$ cat src/rtl/rng_health_monitor.sv
// Continuous RCT/APT health monitor for a 2-bit random symbol stream; packs symbols into bytes while healthy.
// Optional per-symbol window histogram on o_hist is built when RNG_MON_HIST_EN is defined.
module rng_health_monitor #(
    parameter int RCT_CUTOFF = 8,
    parameter int APT_WINDOW = 64,
    parameter int APT_CUTOFF = 40
) (
    input  logic        i_clk,
    input  logic        i_rst_n,
    input  logic        i_en,
    input  logic        i_valid,
    input  logic [1:0]  i_sample,
    input  logic        i_clear,
    output logic        o_healthy,
    output logic        o_rct_fail,
    output logic        o_apt_fail,
    output logic [7:0]  o_byte,
    output logic        o_byte_valid,
    output logic [31:0] o_hist
);
    localparam int IDX_W = $clog2(APT_WINDOW);
    localparam int AC_W  = $clog2(APT_WINDOW + 1);

    typedef enum logic [1:0] {STARTUP, RUN, FAILED} state_t;

    state_t            state;
    logic [1:0]        last_sym;
    logic [7:0]        rct_cnt;
    logic [1:0]        ref_sym;
    logic [AC_W-1:0]   apt_cnt;
    logic [IDX_W-1:0]  apt_idx;
    logic [7:0]        pack_sh;
    logic [1:0]        pack_cnt;

    logic              accept;
    logic [7:0]        rct_next;
    logic [AC_W-1:0]   apt_next;
    logic              rct_hit;
    logic              apt_hit;
    logic              win_end;
    logic [7:0]        packed_byte;

    function automatic logic [7:0] rct_inc(input logic [7:0] c);
        return (c >= 8'(RCT_CUTOFF)) ? 8'(RCT_CUTOFF) : c + 8'd1;
    endfunction

    function automatic logic [AC_W-1:0] apt_inc(input logic [AC_W-1:0] c);
        return (c >= AC_W'(APT_CUTOFF)) ? AC_W'(APT_CUTOFF) : c + AC_W'(1);
    endfunction

    // Symbols are not consumed in FAILED; only clear or reset leaves it.
    always_comb begin
        accept      = i_en & i_valid & (state != FAILED);
        win_end     = (apt_idx == IDX_W'(APT_WINDOW - 1));
        packed_byte = {pack_sh[5:0], i_sample};
        if (rct_cnt == 8'd0 || i_sample != last_sym)
            rct_next = 8'd1;
        else
            rct_next = rct_inc(rct_cnt);
        if (apt_idx == '0)
            apt_next = AC_W'(1);
        else if (i_sample == ref_sym)
            apt_next = apt_inc(apt_cnt);
        else
            apt_next = apt_cnt;
        rct_hit = (rct_next == 8'(RCT_CUTOFF));
        apt_hit = (apt_next == AC_W'(APT_CUTOFF));
    end

    always_ff @(posedge i_clk) begin
        if (!i_rst_n) begin
            state        <= STARTUP;
            last_sym     <= 2'd0;
            rct_cnt      <= 8'd0;
            ref_sym      <= 2'd0;
            apt_cnt      <= '0;
            apt_idx      <= '0;
            pack_sh      <= 8'd0;
            pack_cnt     <= 2'd0;
            o_healthy    <= 1'b0;
            o_rct_fail   <= 1'b0;
            o_apt_fail   <= 1'b0;
            o_byte       <= 8'd0;
            o_byte_valid <= 1'b0;
        end else begin
            o_byte_valid <= 1'b0;
            if (i_clear) begin
                state      <= STARTUP;
                last_sym   <= 2'd0;
                rct_cnt    <= 8'd0;
                ref_sym    <= 2'd0;
                apt_cnt    <= '0;
                apt_idx    <= '0;
                pack_sh    <= 8'd0;
                pack_cnt   <= 2'd0;
                o_healthy  <= 1'b0;
                o_rct_fail <= 1'b0;
                o_apt_fail <= 1'b0;
            end else if (accept) begin
                last_sym <= i_sample;
                rct_cnt  <= rct_next;
                apt_cnt  <= apt_next;
                apt_idx  <= apt_idx + IDX_W'(1);
                if (apt_idx == '0)
                    ref_sym <= i_sample;
                if (rct_hit || apt_hit) begin
                    state      <= FAILED;
                    o_healthy  <= 1'b0;
                    o_rct_fail <= o_rct_fail | rct_hit;
                    o_apt_fail <= o_apt_fail | apt_hit;
                    pack_cnt   <= 2'd0;
                end else if (state == STARTUP) begin
                    if (win_end) begin
                        state     <= RUN;
                        o_healthy <= 1'b1;
                        pack_cnt  <= 2'd0;
                    end
                end else begin
                    pack_sh  <= packed_byte;
                    pack_cnt <= pack_cnt + 2'd1;
                    if (pack_cnt == 2'd3) begin
                        o_byte       <= packed_byte;
                        o_byte_valid <= 1'b1;
                    end
                end
            end
        end
    end

`ifdef RNG_MON_HIST_EN
    logic [7:0] hist_cnt [4];
    logic [7:0] hist_nxt [4];

    function automatic logic [7:0] hist_inc(input logic [7:0] c);
        return (c == 8'hFF) ? 8'hFF : c + 8'd1;
    endfunction

    always_comb begin
        for (int k = 0; k < 4; k++)
            hist_nxt[k] = (i_sample == 2'(k)) ? hist_inc(hist_cnt[k]) : hist_cnt[k];
    end

    // Snapshot includes the window's final symbol; counters restart for the next window.
    always_ff @(posedge i_clk) begin
        if (!i_rst_n) begin
            for (int k = 0; k < 4; k++) hist_cnt[k] <= 8'd0;
            o_hist <= 32'd0;
        end else if (i_clear) begin
            for (int k = 0; k < 4; k++) hist_cnt[k] <= 8'd0;
        end else if (accept) begin
            if (win_end) begin
                o_hist <= {hist_nxt[3], hist_nxt[2], hist_nxt[1], hist_nxt[0]};
                for (int k = 0; k < 4; k++) hist_cnt[k] <= 8'd0;
            end else begin
                for (int k = 0; k < 4; k++) hist_cnt[k] <= hist_nxt[k];
            end
        end
    end
`else
    assign o_hist = 32'd0;
`endif

endmodule

$ cat config.mk
export PLATFORM = sky130hd
export DESIGN_NAME = rng_health_monitor
export DESIGN_NICKNAME = d
export VERILOG_FILES = /design/src/rtl/rng_health_monitor.sv
export SDC_FILE = /design/constraint.sdc
export NUM_CORES = 1
export LEC_CHECK = 0
export BUFFER_PORTS_ARGS = -buffer_cell sky130_fd_sc_hd__buf_2
export CAP_MARGIN = 0
export CORE_MARGIN = 1.5
export CORE_UTILIZATION = 25
export CTS_CLUSTER_DIAMETER = 200
export DETAILED_ROUTE_END_ITERATION = 7
export GPL_TIMING_DRIVEN = 0
export SYNTH_ARGS = -nofsm -noshare
export SYNTH_HDL_FRONTEND = slang
export SYNTH_SLANG_ARGS = --single-unit
$ cat constraint.sdc
create_clock -name i_clk -period 4.3 [get_ports i_clk]
set_input_delay 0.645 -clock i_clk [delete_from_list [all_inputs] [get_ports i_clk]]
set_output_delay 0.645 -clock i_clk [all_outputs]
set_load 0.005 [all_outputs]
# After elaboration in Yosys (flattened, before gate mapping)
# Cells that the tools add are included.
dict set report classes {
  add_sub_neg 4
  magnitude_cmp 2
  eq_ne 8
  muxes 15
  n_bitwise 9
  reduce_logical 15
}
# operator count
set ops {}
lappend ops {{$mux W7} 3}
lappend ops {{$mux W8} 2}
lappend ops {{$mux W2} 6}
lappend ops {{$add A8 B1 Y8 const B} 1}
lappend ops {{$eq A8 B4 Y1 const B} 1}
lappend ops {{$ge A8 B4 Y1 const B} 1}
lappend ops {{$logic_not A8 Y1} 1}
lappend ops {{$add A7 B1 Y7 const B} 1}
lappend ops {{$eq A7 B6 Y1 const B} 1}
lappend ops {{$ge A7 B6 Y1 const B} 1}
lappend ops {{$add A6 B1 Y6 const B} 1}
lappend ops {{$eq A6 B6 Y1 const B} 1}
lappend ops {{$logic_not A6 Y1} 1}
lappend ops {{$reduce_and A2 Y1} 3}
lappend ops {{$reduce_and A3 Y1} 2}
lappend ops {{$not A1 Y1} 5}
lappend ops {{$reduce_and A5 Y1} 1}
lappend ops {{$reduce_or A5 Y1} 1}
lappend ops {{$mux W1} 4}
lappend ops {{$reduce_bool A2 Y1} 2}
lappend ops {{$ne A3 B3 Y1 const B} 1}
lappend ops {{$add A2 B1 Y2 const B} 1}
lappend ops {{$and A1 B1 Y1} 2}
lappend ops {{$eq A2 B2 Y1} 1}
lappend ops {{other kinds (7)} 9}
dict set report word_totals {
  ff_bits 47
  out_inout_bits 44
  wordCells 66
}

# Longest topological paths before layout
dict set report depth {
  depth_word 8
  ltp_mapped 9
  mapped_depth_nobuf 8
}

# Worst setup path after synthesis
# Ideal clock, no wire load.
dict set report synth_path {
  kind {input -> register}
  startpoint {input port i_sample[1]}
  endpoint {register o_byte[0]}
  setup_time_ps 72
  t_arrival_ps 2486
  required_time_ps 4228
  setup_slack_ps 1742
  path_stages 7
  n_path_buf 1
  path_cell_list {clkbuf_2 xnor2_2 a21oi_1 nor4b_2 a31oi_2 a2111oi_4 mux2i_1}
}
dict set report synth_via {
  elab_chain_len 7
  elab_cells_between_ends 11
}
# element line
set synth_lines {}
lappend synth_lines {{from (decl)} 12} ;# input logic [1:0] i_sample,
lappend synth_lines {{$eq A2 B2 Y1 / $ne A2 B2 Y1 (equally long branches)} {62, 56}}
lappend synth_lines {{$mux W7 / $logic_or A1 B1 Y1 (equally long branches)} {62, 56}}
lappend synth_lines {{$mux W7 / $mux W8 (equally long branches)} {60, 56}}
lappend synth_lines {{$eq A7 B6 Y1 / $eq A8 B4 Y1 (equally long branches)} {67, 66}}
lappend synth_lines {{$logic_or A1 B1 Y1 (*)} 106} ;# if (rct_hit || apt_hit) begin
lappend synth_lines {{$not A1 Y1 (no line) (*)} -}
lappend synth_lines {{$reduce_and A5 Y1 (no line) (*)} -}
lappend synth_lines {{to (signal assigned)} 122} ;# o_byte <= packed_byte;
lappend synth_lines {{to (decl)} 17} ;# output logic [7:0] o_byte,
# Every way passes the cells marked *; elsewhere a longest branch is shown, timed or not.
# A chain may end at the register's enable or synchronous reset.

# Final worst setup path
dict set report layout_path {
  startpoint {register apt_cnt[0]}
  endpoint {register o_byte[4]}
}
dict set report layout_via {
  elab_chain_len 8
  elab_cells_between_ends 9
}
# element line
set layout_lines {}
lappend layout_lines {{from (decl)} 30} ;# logic [AC_W-1:0] apt_cnt;
lappend layout_lines {{from (signal assigned)} 102} ;# apt_cnt <= apt_next;
lappend layout_lines {{$add A7 B1 Y7 / $ge A7 B6 Y1 (equally long branches)} 48} ;# return (c >= AC_W'(APT_CUTOFF)) ? AC_W'(APT_CUTOFF) : c + AC_W'(1);
lappend layout_lines {{$mux W7} 48}
lappend layout_lines {{$mux W7 (*)} 62} ;# else if (i_sample == ref_sym)
lappend layout_lines {{$mux W7 (*)} 60} ;# if (apt_idx == '0)
lappend layout_lines {{$eq A7 B6 Y1 (*)} 67} ;# apt_hit = (apt_next == AC_W'(APT_CUTOFF));
lappend layout_lines {{$logic_or A1 B1 Y1 (*)} 106}
lappend layout_lines {{$not A1 Y1 (no line) (*)} -}
lappend layout_lines {{$reduce_and A5 Y1 (no line) (*)} -}
# Marked as above.

==> metrics.md <==
| Metric | Value |
|---|---|
| Max Slew Vio Count | `0` |
| Worst-margin pin slew | `approximately 0.81 ns` |
| Most frequent cells after synthesis | `nand2_1 (47), dfxtp_1 (46), buf_4 (32), nor2_1 (23)` |
| Inserted Diodes | `0` |
| Startpoint Class | `flop` |
| Die Span Y | `about 100 µm` |
| Final net count | `around 360` |
| Worst Path Arrival | `between 2 and 3 ns` |
| PwrDens | `269 nW/µm²` |
| Residual overflow from global routing | `0` |
| DRC Markers | `0` |
| Setup bufs post-CTS | `0` |
| CTS tree | `yes` |
| Maximum operating frequency | `about 360 MHz` |
| Area leader, netlist | `dfxtp_1` |
| H-Tree Depth | `2` |
| Die ar. | `about 10000 µm²` |
| CTS buffer count | `5` |
| Post_cts resized | `0` |
| Reg2reg path depth | `7` |
| Seq pwr share | `0.552` |
| Row cnt | `35` |
| R2r endpoint | `o_byte[4]` |
| CTS Hold Bufs | `0` |
| Avg Cell Area, Syn | `~8.5 µm²` |
| Mapped cell area | `between 2000 and 2500 µm²` |
| Final setup TNS | `0 ns` |
| Yosys reg bits | `46` |
| Synth cell types | `between 50 and 60` |
| DRT iter0 DRCs | `73` |
| Comb pwr share | `0.100` |
| Type of the worst min-delay path | `flop to flop` |
| Switching Share | `0.257` |
| RePlAce Congestion | `~0.83` |
| Seq. cell area | `approximately 900 µm²` |
| Crit path from | `apt_cnt[0]` |
| Pint | `0.000578 W` |
| Synth-to-layout area growth | `18.2%` |
| Peak supply drop | `about 0.17 mV` |
| Vias in the first global route | `between 1500 and 2000` |
| Critical Setup Path Class | `flop to flop` |
| R2R setup slack | `between 1.5 and 2 ns` |
| IO Count | `slightly above 50` |
| CP endpoint kind | `flop` |
| Clock-pin slew on the worst setup and hold paths | `0.10 ns` |
| Required time worst endpoint | `roughly 4.5 ns` |
| Synth warnings | `0` |
| Multi-input gate area | `roughly 1300 µm²` |
| Unrepaired setup endpoints after global routing | `no` |
| Largest net degree at the start of global routing | `17` |
| Pwr Total | `between 0.0007 and 0.0008 W` |
| Layout Skew | `between 0.015 and 0.02 ns` |
| Port buffer count | `15` |
| Number of routed nets with antenna violations | `0` |
| Via count | `between 1500 and 2000` |
| Core Area | `~9400 µm²` |
| Worst-Skew Late Latency | `about 0.30 ns` |
| Die W | `102 µm` |
| Initial antenna violation count | `0` |
| CP Max Fanout | `9` |
| Detailed-route wire length | `around 5000 µm` |
| Max-cap viol count | `0` |
| Sequential area share after synthesis | `0.376` |
| Tmin final | `approximately 2.8 ns` |
| Placed cells | `around 460` |
| Headroom to the max-slew limit | `0.462` |
| Initial Util | `0.261` |
| All-Layer GR Usage | `0.0997` |
| Ys flop type | `dfxtp_1` |
| Routed length per placed instance | `about 11 µm` |
| Clock Sinks | `46` |
| Synth area leaders | `dfxtp_1 (38%), buf_4 (9.8%), nand2_1 (7.2%), mux2i_1 (6.5%), ha_1 (3.6%)` |
| Clock power frac | `0.347` |
| Mapped Cells | `288` |
| Final Hold Viols | `0` |
| Non-Filler Instances | `471` |
| Top cell type's share of synthesized area | `0.376` |
| Fillers | `just over 1000` |
| Lkg Pwr | `1.18 nW` |
| Most instantiated library cell after synthesis | `nand2_1` |
| Fraction of registers with async set/reset | `0` |
| Number of synthesized flops with an enable pin | `0` |
| NetSw | `between 0.00015 and 0.0002 W` |
| Global-route wire length before repair | `8470 µm` |
| Final setup fails | `0` |
| Detailed placement HPWL | `between 3000 and 4000 µm` |
| Clk buf depth | `2` |
| Layout cells sized above 1 | `0.202` |
| Reg2reg start | `apt_cnt[0]` |
| Router iterations before antenna repair | `4` |
| Worst setup path endpoint | `o_byte[4]` |
| Final Cycle Share | `0.643` |
| Clk Tree Root Cell | `clkbuf_8` |
| Status | `finished clean` |
| Via/cell ratio | `4.20` |
-- power by group through the flow --
stage               Combinational [W]  Clock [W]  Sequential [W]
floorplan                   0.0000632          0        0.000439
global placement            0.0000766          0        0.000440
detailed placement          0.0000770          0        0.000440
CTS                         0.0000772   0.000279        0.000430
global route                0.0000885   0.000296        0.000430
finish                      0.0000779   0.000270        0.000430
-- worst min path at each step --
stage	slack, ns	start	cells after the start	end
2_1_floorplan	0.43	pack_sh[4]	2	pack_sh[4]
3_3_place_gp	0.44	o_byte[1]	2	o_byte[1]
5_1_grt	0.48	o_byte[6]	2	o_byte[6]
4_1_cts	0.46	o_byte[5]	2	o_byte[5]
6_report	0.46	o_byte[5]	2	o_byte[5]
3_5_place_dp	0.45	o_byte[5]	2	o_byte[5]
-- cells by family after synthesis --
family,after synthesis,share of synthesized area
muxes,16,0.0654
and+or+nand+nor,103,0.202
buffers and inverters,56,0.139
AOI/OAI and AO/OA,49,0.138
adders and majority gates,7,0.0358
xor gates and xnor gates,10,0.0419
DFF,46,0.376
other,1,0.00153
-- layer usage --
layer	wire length, µm	GRT usage
met5	0	0
met4	23	0.0126
met3	177	0.0219
met2	2460	0.175
met1	2360	0.129
-- cells in the final DEF (no fill, tap or decap), types with 3 or more instances in the layout --
master,netlist,layout
xnor2_1,3,3
clkbuf_1,11,11
a21oi_1,16,16
dfxtp_1,46,46
and3_1,5,5
xor2_1,5,5
clkbuf_8,0,5
buf_4,32,32
conb_1,1,32
nand2_1,47,47
mux2i_1,16,16
o21ai_0,8,8
nor2_1,23,23
a31oi_1,5,5
ha_1,7,7
inv_1,10,10
nor3_1,4,4
buf_2,0,15
nand3_1,5,5
-- worst max-delay path: stages (launching register included) --
cell,delay [ns]
dfxtp_1,0.40
ha_1,0.27
and4_1,0.20
o311ai_0,0.24
nor4b_2,0.33
a31oi_2,0.16
a2111oi_4,0.83
mux2i_1,0.26
-- layout make-up --
class | instances | share of cell area
clock buffer | 5 | 0.0238
multi-input combinational | 217 | 0.450
inverter | 10 | 0.0130
sequential | 46 | 0.318
clock inverter | 3 | 0.00821
timing repair buffer | 15 | 0.0259
buffer | 46 | 0.105
tap | 129 | 0.0558
-- state kept, by name, indices dropped and copies added (netlist names) --
signal	count
apt_cnt	7
apt_idx	6
last_sym	2
o_apt_fail	1
o_byte	8
o_byte_valid	1
o_rct_fail	1
pack_cnt	2
pack_sh	6
rct_cnt	8
ref_sym	2
state	2
-- metrics by stage --
step                      cell area (µm²)  hold slack, ns  setup WS (ns)   util
after floorplan                      2560           0.435           1.74      -
after global placement               2800           0.444           1.41  0.299
after detailed placement             2800           0.446           1.36  0.299
after CTS                            2890           0.460           1.47  0.309
after global routing                 2890           0.484           1.17  0.309
final                                2890           0.458           1.53  0.309
Note: power is estimated with default switching activity, not from simulation.
